### config.mk
export PLATFORM = sky130hd
export DESIGN_NAME = regfile_arbiter
export DESIGN_NICKNAME = d
export VERILOG_FILES = /design/src/rtl/regfile_arbiter.sv
export SDC_FILE = /design/constraint.sdc
export NUM_CORES = 1
export LEC_CHECK = 0
export CORE_MARGIN = 5
export CORE_UTILIZATION = 43
export DETAILED_ROUTE_END_ITERATION = 10
export PLACE_DENSITY = 0.84
export REMOVE_ABC_BUFFERS = 1
export SYNTH_ARGS = -nofsm -noshare
export SYNTH_HDL_FRONTEND = slang
export SYNTH_SLANG_ARGS = --single-unit
### constraint.sdc
create_clock -name CLK -period 2.8 [get_ports CLK]
set_input_delay 0.56 -clock CLK [delete_from_list [all_inputs] [get_ports CLK]]
set_output_delay 0.56 -clock CLK [all_outputs]
set_load 0.01 [all_outputs]
### src/rtl/regfile_arbiter.sv
// regfile_arbiter: two-requester round-robin sequencer in front of an 8x16 register file
//   CLK, RST                     clock; synchronous active-low reset
//   ReqX, WrX, AddrX, WrDataX    requester X command (X = A or B), held until AckX
//   AckX, RdDataX, RdValidX      accept pulse, last read result, read-result pulse
//   RF_WrEn, RF_RdEn             register file strobes, one cycle each
//   RF_Address, RF_WrData        latched command address and write data
//   RF_RdData                    registered register file read data
//   Busy                         an access is in flight
module regfile_arbiter #(
  parameter int DATA_WIDTH = 16,
  parameter int ADDR_WIDTH = 3
) (
  input  logic                  CLK,
  input  logic                  RST,
  input  logic                  ReqA,
  input  logic                  WrA,
  input  logic [ADDR_WIDTH-1:0] AddrA,
  input  logic [DATA_WIDTH-1:0] WrDataA,
  output logic                  AckA,
  output logic [DATA_WIDTH-1:0] RdDataA,
  output logic                  RdValidA,
  input  logic                  ReqB,
  input  logic                  WrB,
  input  logic [ADDR_WIDTH-1:0] AddrB,
  input  logic [DATA_WIDTH-1:0] WrDataB,
  output logic                  AckB,
  output logic [DATA_WIDTH-1:0] RdDataB,
  output logic                  RdValidB,
  output logic                  RF_WrEn,
  output logic                  RF_RdEn,
  output logic [ADDR_WIDTH-1:0] RF_Address,
  output logic [DATA_WIDTH-1:0] RF_WrData,
  input  logic [DATA_WIDTH-1:0] RF_RdData,
  output logic                  Busy
);
  typedef enum logic [1:0] {IDLE, WRITE, READ, RD_WAIT} stateT;
  stateT state, nextState;
  // last doubles as the owner of the access in flight: 1 = B
  logic last, nextLast;
  logic pickB, pickWr;
  logic nextAckA, nextAckB, nextRdValidA, nextRdValidB, nextWrEn, nextRdEn;
  logic [ADDR_WIDTH-1:0] nextAddress;
  logic [DATA_WIDTH-1:0] nextWrData, nextRdDataA, nextRdDataB;
  always_comb begin
    pickB = ReqB & (~ReqA | ~last);
    pickWr = pickB ? WrB : WrA;
    nextState = state;
    nextLast = last;
    nextAckA = 1'b0;
    nextAckB = 1'b0;
    nextRdValidA = 1'b0;
    nextRdValidB = 1'b0;
    nextWrEn = 1'b0;
    nextRdEn = 1'b0;
    nextAddress = RF_Address;
    nextWrData = RF_WrData;
    nextRdDataA = RdDataA;
    nextRdDataB = RdDataB;
    case (state)
      IDLE: if (ReqA | ReqB) begin
        nextState = pickWr ? WRITE : READ;
        nextLast = pickB;
        nextAddress = pickB ? AddrB : AddrA;
        nextWrData = pickB ? WrDataB : WrDataA;
        nextAckA = ~pickB;
        nextAckB = pickB;
        nextWrEn = pickWr;
        nextRdEn = ~pickWr;
      end
      WRITE: nextState = IDLE;
      READ: nextState = RD_WAIT;
      RD_WAIT: begin
        nextState = IDLE;
        nextRdDataA = last ? RdDataA : RF_RdData;
        nextRdDataB = last ? RF_RdData : RdDataB;
        nextRdValidA = ~last;
        nextRdValidB = last;
      end
      default: nextState = IDLE;
    endcase
  end
  always_ff @(posedge CLK) begin
    if (!RST) begin
      state <= IDLE;
      last <= 1'b1;
      AckA <= 1'b0;
      AckB <= 1'b0;
      RdValidA <= 1'b0;
      RdValidB <= 1'b0;
      RdDataA <= '0;
      RdDataB <= '0;
      RF_WrEn <= 1'b0;
      RF_RdEn <= 1'b0;
      RF_Address <= '0;
      RF_WrData <= '0;
      Busy <= 1'b0;
    end else begin
      state <= nextState;
      last <= nextLast;
      AckA <= nextAckA;
      AckB <= nextAckB;
      RdValidA <= nextRdValidA;
      RdValidB <= nextRdValidB;
      RdDataA <= nextRdDataA;
      RdDataB <= nextRdDataB;
      RF_WrEn <= nextWrEn;
      RF_RdEn <= nextRdEn;
      RF_Address <= nextAddress;
      RF_WrData <= nextWrData;
      Busy <= nextState != IDLE;
    end
  end
endmodule

# == Word level (Yosys, flattened, before mapping) ==
# Cells that the tools add are included.
# word_totals
register_bits,61
in_bits,60
out_inout_bits,58
word_cells,37
# op_classes
n_eq_ne,3
n_mux,6
n_bitwise,7
reduce_logical,8
# op_table
op,count
16-bit 2-to-1 mux,1
2-bit AND reduction,4
2-bit case mux with 3 select lines,1
"2-bit == test, second input constant",2
2-bit 2-to-1 mux,2
1-bit NOT,4
3-bit 2-to-1 mux,1
3-bit AND reduction,1
"2-bit by 1-bit == test with 1-bit output, second input constant",1
2-bit logical NOT,1
1-bit OR,2
2-bit nonzero test,1
2-bit OR reduction,1
1-bit AND,1
1-bit 2-to-1 mux,1

# == Logic depth before layout (Yosys ltp) ==
# Gate-level depths: netlist of run 1.
# depth
word_depth,8
depth_mapped,5

# == Worst setup path after synthesis of run 1 ==
# No wires, ideal clock.
# synth_path
path_type,input port to flip-flop
start,in ReqB
end,reg AckB
setup_time_ns,0.116
t_arrival_ns,1.348
path_slack_ns,1.336
path_stages,5
n_path_buf,2
cell_sequence,or2_4 and2_4 buf_6 buf_6 and3_1
# synth_via
elab_chain_len,2
word_cells_on_any_way,3
# synth_rtl
element,line_no,source
start: declaration,22,"input logic ReqB,"
1-bit OR,60,IDLE: if (ReqA | ReqB) begin
3-bit AND reduction (no source line),--,
end signal: assignment,101,AckB <= nextAckB;
end: declaration,26,"output logic AckB,"
# Several ways; a longest one is shown, not always the timed one.
# A chain may end at the register's enable or synchronous reset.

# == Worst setup path after layout of run 1 ==
# layout_path
start,in ReqB
end,reg state[1]
# layout_via
elab_chain_len,5
word_cells_on_any_way,6
# layout_rtl
element,line_no,source
1-bit AND,45,pickB = ReqB & (~ReqA | ~last);
1-bit 2-to-1 mux,46,pickWr = pickB ? WrB : WrA;
2-bit 2-to-1 mux,61,nextState = pickWr ? WRITE : READ;
2-bit 2-to-1 mux *,60,
2-bit case mux with 3 select lines *,59,case (state)
end signal: assignment,98,state <= nextState;
end: declaration,37,"stateT state, nextState;"
# Every way passes the cells marked *; elsewhere a longest branch is shown, timed or not.

==> results_dict.tcl, run 1 <==
set metrics [dict create \
    synth.avg_cell_area_um2 9.39 \
    cts_buffer_depth 2 \
    cts_tree "built" \
    h-tree-depth 3 \
    synth_warnings 0 \
    overflow 0 \
    power.switching_uw 636 \
    yosysUniqueCellTypes 25 \
    firstDrtPassIters 4 \
    sw_frac_of_total_pct 28.3 \
    synthCells 259 \
    clock_power_share_pct 30.7 \
    clk_latency_ns 0.33 \
    ys_seq_area_share_pct 50.2 \
    critical_path.endpoint_type "flip-flop" \
    cts.reportedPaths.clkPinSlew_ns 0.07 \
    maxSlewViolCount 0 \
    die_h_um 85.2 \
    portBuffers 117 \
    dp.cells 431 \
    track_usage_pct 19.5 \
    r2r-start "last" \
    die_area_um2 7260 \
    grt_pass1_wl_um 11100 \
    cts_resized 0 \
    skew_ns 0.00451 \
    power_frac_comb_pct 25.1 \
    drtIter0Drc 84 \
    fin_crit_sh_pct 67.3 \
    dpl.hpwl_um 5130 \
    hp-class "flip-flop to flip-flop" \
    p_leak_uw 0.00135 \
    viasPerCell 4.95 \
    worst-setup-path-type "input pin to flip-flop" \
    fp.dieW_um 85.2 \
    power_density_nw_per_um2 594 \
    antenna_found_initial 0 \
    min-delay-start "RdDataA[4]" \
    wl_per_cell_um 15.9 \
    cp_max_fo 23 \
    rsz0062_at_grt "false" \
    syn_area_um2 2430 \
    worstMarginPinSlew_ns 0.718 \
    startpoint_type "input pin" \
    fp-row-count 27 \
    relSlewSlack_pct 52.0 \
    postRouteAntennaNets 0 \
    crit_start "ReqB" \
    io-pin-count 118 \
    path_cells "clkdlybuf4s50_1 > a21boi_4 > buf_4 > mux2i_1 > a32o_1" \
    cts_setup_buffers 0 \
    clock-sinks 61 \
    layout.cells.non_filler 447 \
    drive_gt1_share_pct 11.2 \
    synth_area_leaders "dfxtp_1, a21oi_1, nand2_1" \
    yosysTopAreaCellShare_pct 50.2 \
    cts_made_buffers 9 \
    max_clock_freq_mhz 531 \
    tns_ns 0 \
    initial_utilization_pct 44.1 \
    fillers 427 \
    grt_max_degree 31 \
    worstPathArrival_ns 2.15 \
    outcome "complete, no violations" \
    nNetsFinal 430 \
    p_int_uw 1610 \
    cap_violations 0 \
    ys_ff_latch 61 \
    cts_hold_buf 0 \
    cp_data_required_time_ns 3.07 \
    finalSetupViolCount 0 \
    diodes 0 \
    max_stage_delay_ns 0.48 \
    yosys.area.top_type "dfxtp_1" \
    seqPwrFrac_pct 44.2 \
    remaining_drc_errors 0 \
    gp_congestion 0.771 \
    period_minus_slack_ns 1.88 \
    ir_drop_v 0.000354 \
    grt_pass1_vias 2221 \
    vias 2214 \
    finalWirelength_um 7120 \
    syn_to_final_growth_pct 55.6 \
    coreArea_um2 5510 \
    hold_viol_final 0 \
    crit_slowest_cell "clkdlybuf4s50_1" \
    cts-root-buf "clkbuf_8" \
]
==> final cells by class <==
cell class | count | area [um^2] | area share (%)
Timing Repair Buffer | 120 | 1210 | 31.9
Tap cell | 72 | 90.1 | 2.38
Clock inverter | 4 | 22.5 | 0.595
Inverter | 2 | 7.51 | 0.198
Clock buffer | 12 | 155 | 4.10
Multi-Input combinational cell | 176 | 1080 | 28.6
Sequential cell | 61 | 1220 | 32.3
==> per-layer routing <==
metal  up-vias  routed length (um)  track usage (%)
met5         -                   0                0
met4         0                 183             9.50
met3        18                 211             3.50
met2        49                3840             34.8
met1      1037                2880             22.1
li1       1110                   -                -
==> worst paths after layout <==
kind         slack (ns)    endpoint  cells after the start
max                0.92    state[1]                      5
min                0.45  RdDataA[4]                      2
max reg2reg        1.28    state[1]                      4
min reg2reg        0.45  RdDataA[4]                      2
==> worst max-delay path: cells and delay by family <==
| kind | cells | cell delay (ns) |
|---|---|---|
| buffers and inverters | 2 | 0.84 |
| multiplexers | 1 | 0.38 |
| AO/OA/AOI/OAI | 2 | 0.37 |
==> cells by family (layout without fill, tap and decap cells) <==
kind of cell	Yosys count	in the layout	synth area share, %
multiplexers	20	20	8.23
buffers and inverters	22	138	5.30
AND/OR/NAND/NOR	81	81	13.9
flip-flops	61	61	50.2
AO/OA/AOI/OAI	75	75	22.3
==> Yosys cell counts <==
library cell	n
a211o_1	1
a211oi_2	19
a21boi_0	1
a21boi_4	1
a21oi_1	51
a32o_1	1
and2_1	1
and2_4	1
and3_1	3
and3b_1	1
buf_1	3
buf_2	7
buf_6	5
clkbuf_1	5
dfxtp_1	61
inv_1	1
inv_2	1
mux2i_1	20
nand2_1	66
nand3_1	2
nand3b_1	1
nor2_1	4
nor2_2	1
o21ai_0	1
or2_4	1
==> registers in the layout, indices dropped and copies added, names as in the netlist, 2 cells and up <==
name,cells
RF_Address,3
RF_WrData,16
RdDataA,16
RdDataB,16
state,2
==> per-stage QoR <==
step           cell area, um^2  util [%]  hold slack, ns  power (uW)  setup WS, ns
2_1_floorplan             2310         -           0.481        1270          1.02
3_3_place_gp              3610      65.5           0.442        1560         0.652
3_5_place_dp              3610      65.5           0.448        1570         0.604
4_1_cts                   3780      68.7           0.457        2270         0.922
5_1_grt                   3780      68.7           0.475        2360         0.834
6_report                  3780      68.7           0.454        2250         0.917
==> cells in the final DEF (no fill, tap or decap), types with 2 or more instances in the layout <==
cell type          n
nand3_1            2
a211oi_2          19
clkbuf_8          11
buf_4              2
dfxtp_1           61
nand2_1           66
nor2_1             4
mux2i_1           20
a21oi_1           51
and3_1             3
clkdlybuf4s50_1  117
clkinv_2           3
==> power by group through the flow <==
| stage | registers [uW] | clock network [uW] | logic [uW] |
|---|---|---|---|
| final | 993 | 689 | 564 |
| after global routing | 1000 | 754 | 601 |
| after CTS | 992 | 706 | 568 |
| after detailed placement | 1010 | 0 | 565 |
| after global placement | 1010 | 0 | 552 |
| after floorplan | 1040 | 0 | 236 |
Note: power is estimated with default switching activity, not from simulation.
==> run 2, diff against run 1 <==
- CORE_UTILIZATION: 43 -> 36
- PLACE_DENSITY: 0.84 -> 0.75
- clock period: 2.8 -> 1.6 ns (I/O delays scaled with it)
==> run 2 against run 1 <==
  * Worst hold slack is essentially flat
  * Via count grew 4.6%
  * Sequential share of layout area shrank 1.4 points
  * Design area grew 4.6%
  * Die area grew 17%
  * Critical path type is now flip-flop to output port
==> results_dict.tcl, run 2 (same netlist as run 1, synthesis figures left out) <==
set metrics [dict create \
    r2r_cells 4 \
    clk_latency_ns 0.32 \
    routed.top_layer "met4" \
    io-pin-count 118 \
    dpl.hpwl_um 5240 \
    cp_data_required_time_ns 1.28 \
    cts_setup_buffers 0 \
    most-common-layout-cells "clkdlybuf4s50_1, nand2_1, dfxtp_1" \
    firstDrtPassIters 5 \
    relSlewSlack_pct 76.3 \
    worstPathArrival_ns 1.22 \
    holdWs_ns 0.454 \
    largestRegisters "RF_WrData (16), RdDataA (16), RdDataB (16)" \
    vias 2315 \
    cp_max_fo 2 \
    worst-setup-path-type "flip-flop to output port" \
    skew_ns 0.00810 \
    crit_start "RF_WrData[9]" \
    r2r-start "last" \
    dp.cells 453 \
    r2r_slack_ns 0.29 \
    met3_length_um 310 \
    critical_path.endpoint_type "output port" \
    maxSlewViolCount 0 \
    grt_max_degree 35 \
    drive_gt1_share_pct 14.9 \
    crit_slowest_cell "clkdlybuf4s50_1" \
    ir_drop_v 0.000617 \
    min-delay-start "RdDataB[1]" \
    die_area_um2 8500 \
    drtIter0Drc 78 \
    outcome "complete, no violations" \
    clock-sinks 61 \
    fin_area_um2 3960 \
    antenna_found_initial 0 \
    fp.dieW_um 92.2 \
    cts_tree "built" \
    path_cells "clkdlybuf4s50_1" \
    rsz0062_at_grt "false" \
    cap_violations 0 \
    crit_buf_inv 1 \
    fp-row-count 30 \
    hold_viol_final 0 \
    diodes 0 \
    cts_buffer_depth 2 \
    coreArea_um2 6680 \
    fillers 587 \
    layout.cells.non_filler 469 \
    syn_to_final_growth_pct 62.8 \
    gp_congestion 0.790 \
    fin_crit_sh_pct 96.5 \
    whs_path_depth 2 \
    period_minus_slack_ns 1.54 \
    grt_pass1_vias 2249 \
    r2r_end "state[0]" \
    cts.reportedPaths.clkPinSlew_ns 0.07 \
    h-tree-depth 3 \
    max_stage_delay_ns 0.55 \
    overflow 0 \
    cts_made_buffers 9 \
    remaining_drc_errors 0 \
    initial_utilization_pct 36.4 \
    track_usage_pct 17.2 \
    die_h_um 92.2 \
    met2_length_um 3800 \
    grt_pass1_wl_um 11500 \
    wl_per_cell_um 15.3 \
    cp_top_family "buffers and inverters" \
    met1_length_um 2960 \
    worstMarginPinSlew_ns 0.355 \
    postRouteAntennaNets 0 \
    p_leak_uw 0.00144 \
    cts-root-buf "clkbuf_8" \
    finalSetupViolCount 0 \
    cts_hold_buf 0 \
    startpoint_type "flip-flop" \
    finalWirelength_um 7190 \
    min_to "RdDataB[1]" \
    place_area_um2 3750 \
    viasPerCell 4.94 \
    max_clock_freq_mhz 647 \
    portBuffers 117 \
    power_uw 4230 \
    power_density_nw_per_um2 1070 \
    final_common_cell "clkdlybuf4s50_1" \
    hp-class "flip-flop to flip-flop" \
    nNetsFinal 444 \
]
-- run 2: changes by cell type in the layout (fill, tap and decap cells not counted), sizes merged --
cell and change:
bufinv +1, buf +14, clkinvlp -1
-- run 2: cell type report --
type | instances | area (um^2) | area share, %
timing repair buffer | 134 | 1340 | 33.8
sequential | 61 | 1220 | 30.9
multi-input combinational | 176 | 1080 | 27.3
clock buffer | 12 | 165 | 4.17
tap | 80 | 100 | 2.53
clock inverter | 4 | 45.0 | 1.14
inverter | 2 | 7.51 | 0.190
-- run 2: where the power goes --
part	internal, uW	total (uW)	switching [uW]
Combinational	596	1070	474
Sequential	1650	1730	77.6
Clock	839	1430	586
-- run 2: worst register-to-register path: stages (launching register included) --
cell	delay (ns)
dfxtp_1	0.37
a21boi_4	0.22
buf_4	0.15
mux2i_1	0.31
o21ai_0	0.13
-- run 2: worst max path at each step --
stage,end,slack (ns),cells after the start
after floorplan,state[1],0.03,3
after global placement,RF_WrData[7],-0.14,5
after detailed placement,state[0],-0.16,5
after CTS,RF_WrData[2],0.04,1
after global routing,RdDataA[9],0.005,1
final,RF_WrData[9],0.06,1
-- run 2: routing by layer --
metal / up-vias / track usage (%)
li1: 1144 / -
met1: 1092 / 20.5
met2: 71 / 29.9
met3: 8 / 3.36
met4: 0 / 7.55
met5: - / 0
-- run 2: repair_timing --
action                     CTS  global route
gates resized for setup      0             1
setup endpoints to repair    0             1
hold endpoints to repair     0             0
-- run 2: metrics by stage --
step	TNS, ns	util, %	setup slack, ns
after floorplan	0	-	0.0324
after global placement	-2.35	56.1	-0.139
after detailed placement	-2.44	56.1	-0.157
after CTS	0	59.2	0.0360
after global routing	0	59.2	0.00542
final	0	59.2	0.0555
==> RTL change, RTL diff (settings of run 2) <==
Re-encode `stateT` (4 states) as one-hot, 4 bits wide.
--- a/src/rtl/regfile_arbiter.sv
+++ b/src/rtl/regfile_arbiter.sv
@@ -34,5 +34,5 @@
   output logic                  Busy
 );
-  typedef enum logic [1:0] {IDLE, WRITE, READ, RD_WAIT} stateT;
+  typedef enum logic [3:0] {IDLE = 4'b0001, WRITE = 4'b0010, READ = 4'b0100, RD_WAIT = 4'b1000} stateT;
   stateT state, nextState;
   // last doubles as the owner of the access in flight: 1 = B
Formal check against the unedited RTL: same outputs for any inputs over 10 cycles, from zero or initial values and one cycle with RST low; not proved beyond that.
==> RTL change against run 2 <==
Sequential cell count increased by 2; global-route usage decreased by 0.93 points; largest power group unchanged; area after synthesis up 0.36%; worst setup slack got worse by 0.0035 ns; routed wire length down 3.9%; critical endpoint is now RF_WrData[1]; power decreased by 8.0%; first-iteration DRC count rose by 40%; final area is 0.54% lower.
==> RTL change: results (changes against run 2) <==
| Metric | Value |
|---|---|
| HP Class | `primary input to flop` |
| Final #Nets | `422 (-5.0%)` |
| FF+latch count, synth | `63 (+3.3%)` |
| Hold Crit Depth | `3 (+1)` |
| Metal2 WL | `3540 microns (-6.9%)` |
| Worst hold endpoint | `RdValidB$_SDFF_PN0_` |
| Met1 Use GR | `0.193 (-0.0114)` |
| Switching Share | `0.254 (-0.0153)` |
| Fraction of area in multi-input gates | `0.273 (-0.000748)` |
| Non-clock buffers, area share | `0.331 (-0.00644)` |
| Vias in the first global route | `2232 (-0.76%)` |
| Status | `finished clean` |
| Complex-gate fraction of the synthesized area | `0.152 (-0.0716)` |
| ClkCell Share | `0.0483 (-0.00480)` |
| Wire per inst | `15.5 microns (+0.83%)` |
| Met2 usage | `0.282 (-0.0177)` |
| Reg-to-reg slack, setup | `0.19 ns (-0.10 ns)` |
| GP Congestion | `0.778 (-1.4%)` |
| Sequential area share after synthesis | `0.517 (+0.0146)` |
| Placed cell count | `431 (-4.9%)` |
| Met3 GRT Util | `0.0447 (+0.0110)` |
| Overall routing resource usage | `0.163 (-0.00926)` |
| Share of cells above drive strength 1 | `0.0817 (-0.0674)` |
| Met3 WL | `438 microns (+41%)` |
| CP max stage delay | `0.58 ns (+0.03 ns)` |
| Area growth syn-to-layout | `61.3%` |
| Mapped Avg Cell Area | `10.0 sq um (+6.5%)` |
| Top cells by area, synth | `dfxtp_1, mux2i_1, nand2_1, o32ai_1, a22oi_1` |
| Pleak | `1.58 nW (+9.3%)` |
| Via/cell ratio | `4.96 (+0.53%)` |
| Flop pwr share | `0.454 (+0.044)` |
| Layout Cells excl Fill | `447 (-4.7%)` |
| FF-to-FF Start | `state[1]$_SDFF_PN0_` |
| Reg2reg end | `RF_Address[0]$_SDFFE_PN0P_` |
| Synth unique cells | `23 (-8.0%)` |
| Iter 0 DRT Violations | `109 (+40%)` |
| Multi-input comb cells | `159 (-9.7%)` |
| Non-clk bufs | `127 (-5.2%)` |
| Largest net degree at the start of global routing | `36 (+2.9%)` |
| Worst Tran Pin Value | `0.366 ns (+0.0112 ns)` |
| Maximum VDD drop | `0.000548 V (-11%)` |
| Reg area | `1260 sq um (+3.3%)` |
| Min-delay src | `RST` |
| Dpl hpwl | `4980 microns (-4.9%)` |
| Drt first pass iters | `4 (-1)` |
| Pre-CTS setup slack | `-0.220 ns (-0.0631 ns)` |
| Mux cell area share after synthesis | `0.135 (+0.0530)` |
| Clk. pwr | `0.00134 W (-6%)` |
RTL change: cell types whose count changed in the layout (fill, tap and decap cells not counted), moves of 4 or more:
cell	before	now
a211oi_2	19	0
a21oi_1	51	0
a22oi_1	0	19
buf_4	14	5
mux2i_1	20	33
nor2b_1	0	4
o32ai_1	0	19
RTL change: worst max path at each step:
stage / start / endpoint / slack, ns / cells past startpoint
after global placement: ReqA / RF_WrData[14]$_SDFFE_PN0P_ / -0.13 / 5
after global routing: RdDataA[3]$_SDFFE_PN0P_ / RdDataA[3] / 0.001 / 1
final: RF_WrData[1]$_SDFFE_PN0P_ / RF_WrData[1] / 0.05 / 1
after floorplan: state[1]$_SDFF_PN0_ / state[0]$_SDFF_PN1_ / -0.21 / 3
after detailed placement: ReqA / RF_WrData[4]$_SDFFE_PN0P_ / -0.22 / 5
after CTS: RF_WrData[1]$_SDFFE_PN0P_ / RF_WrData[1] / 0.03 / 1
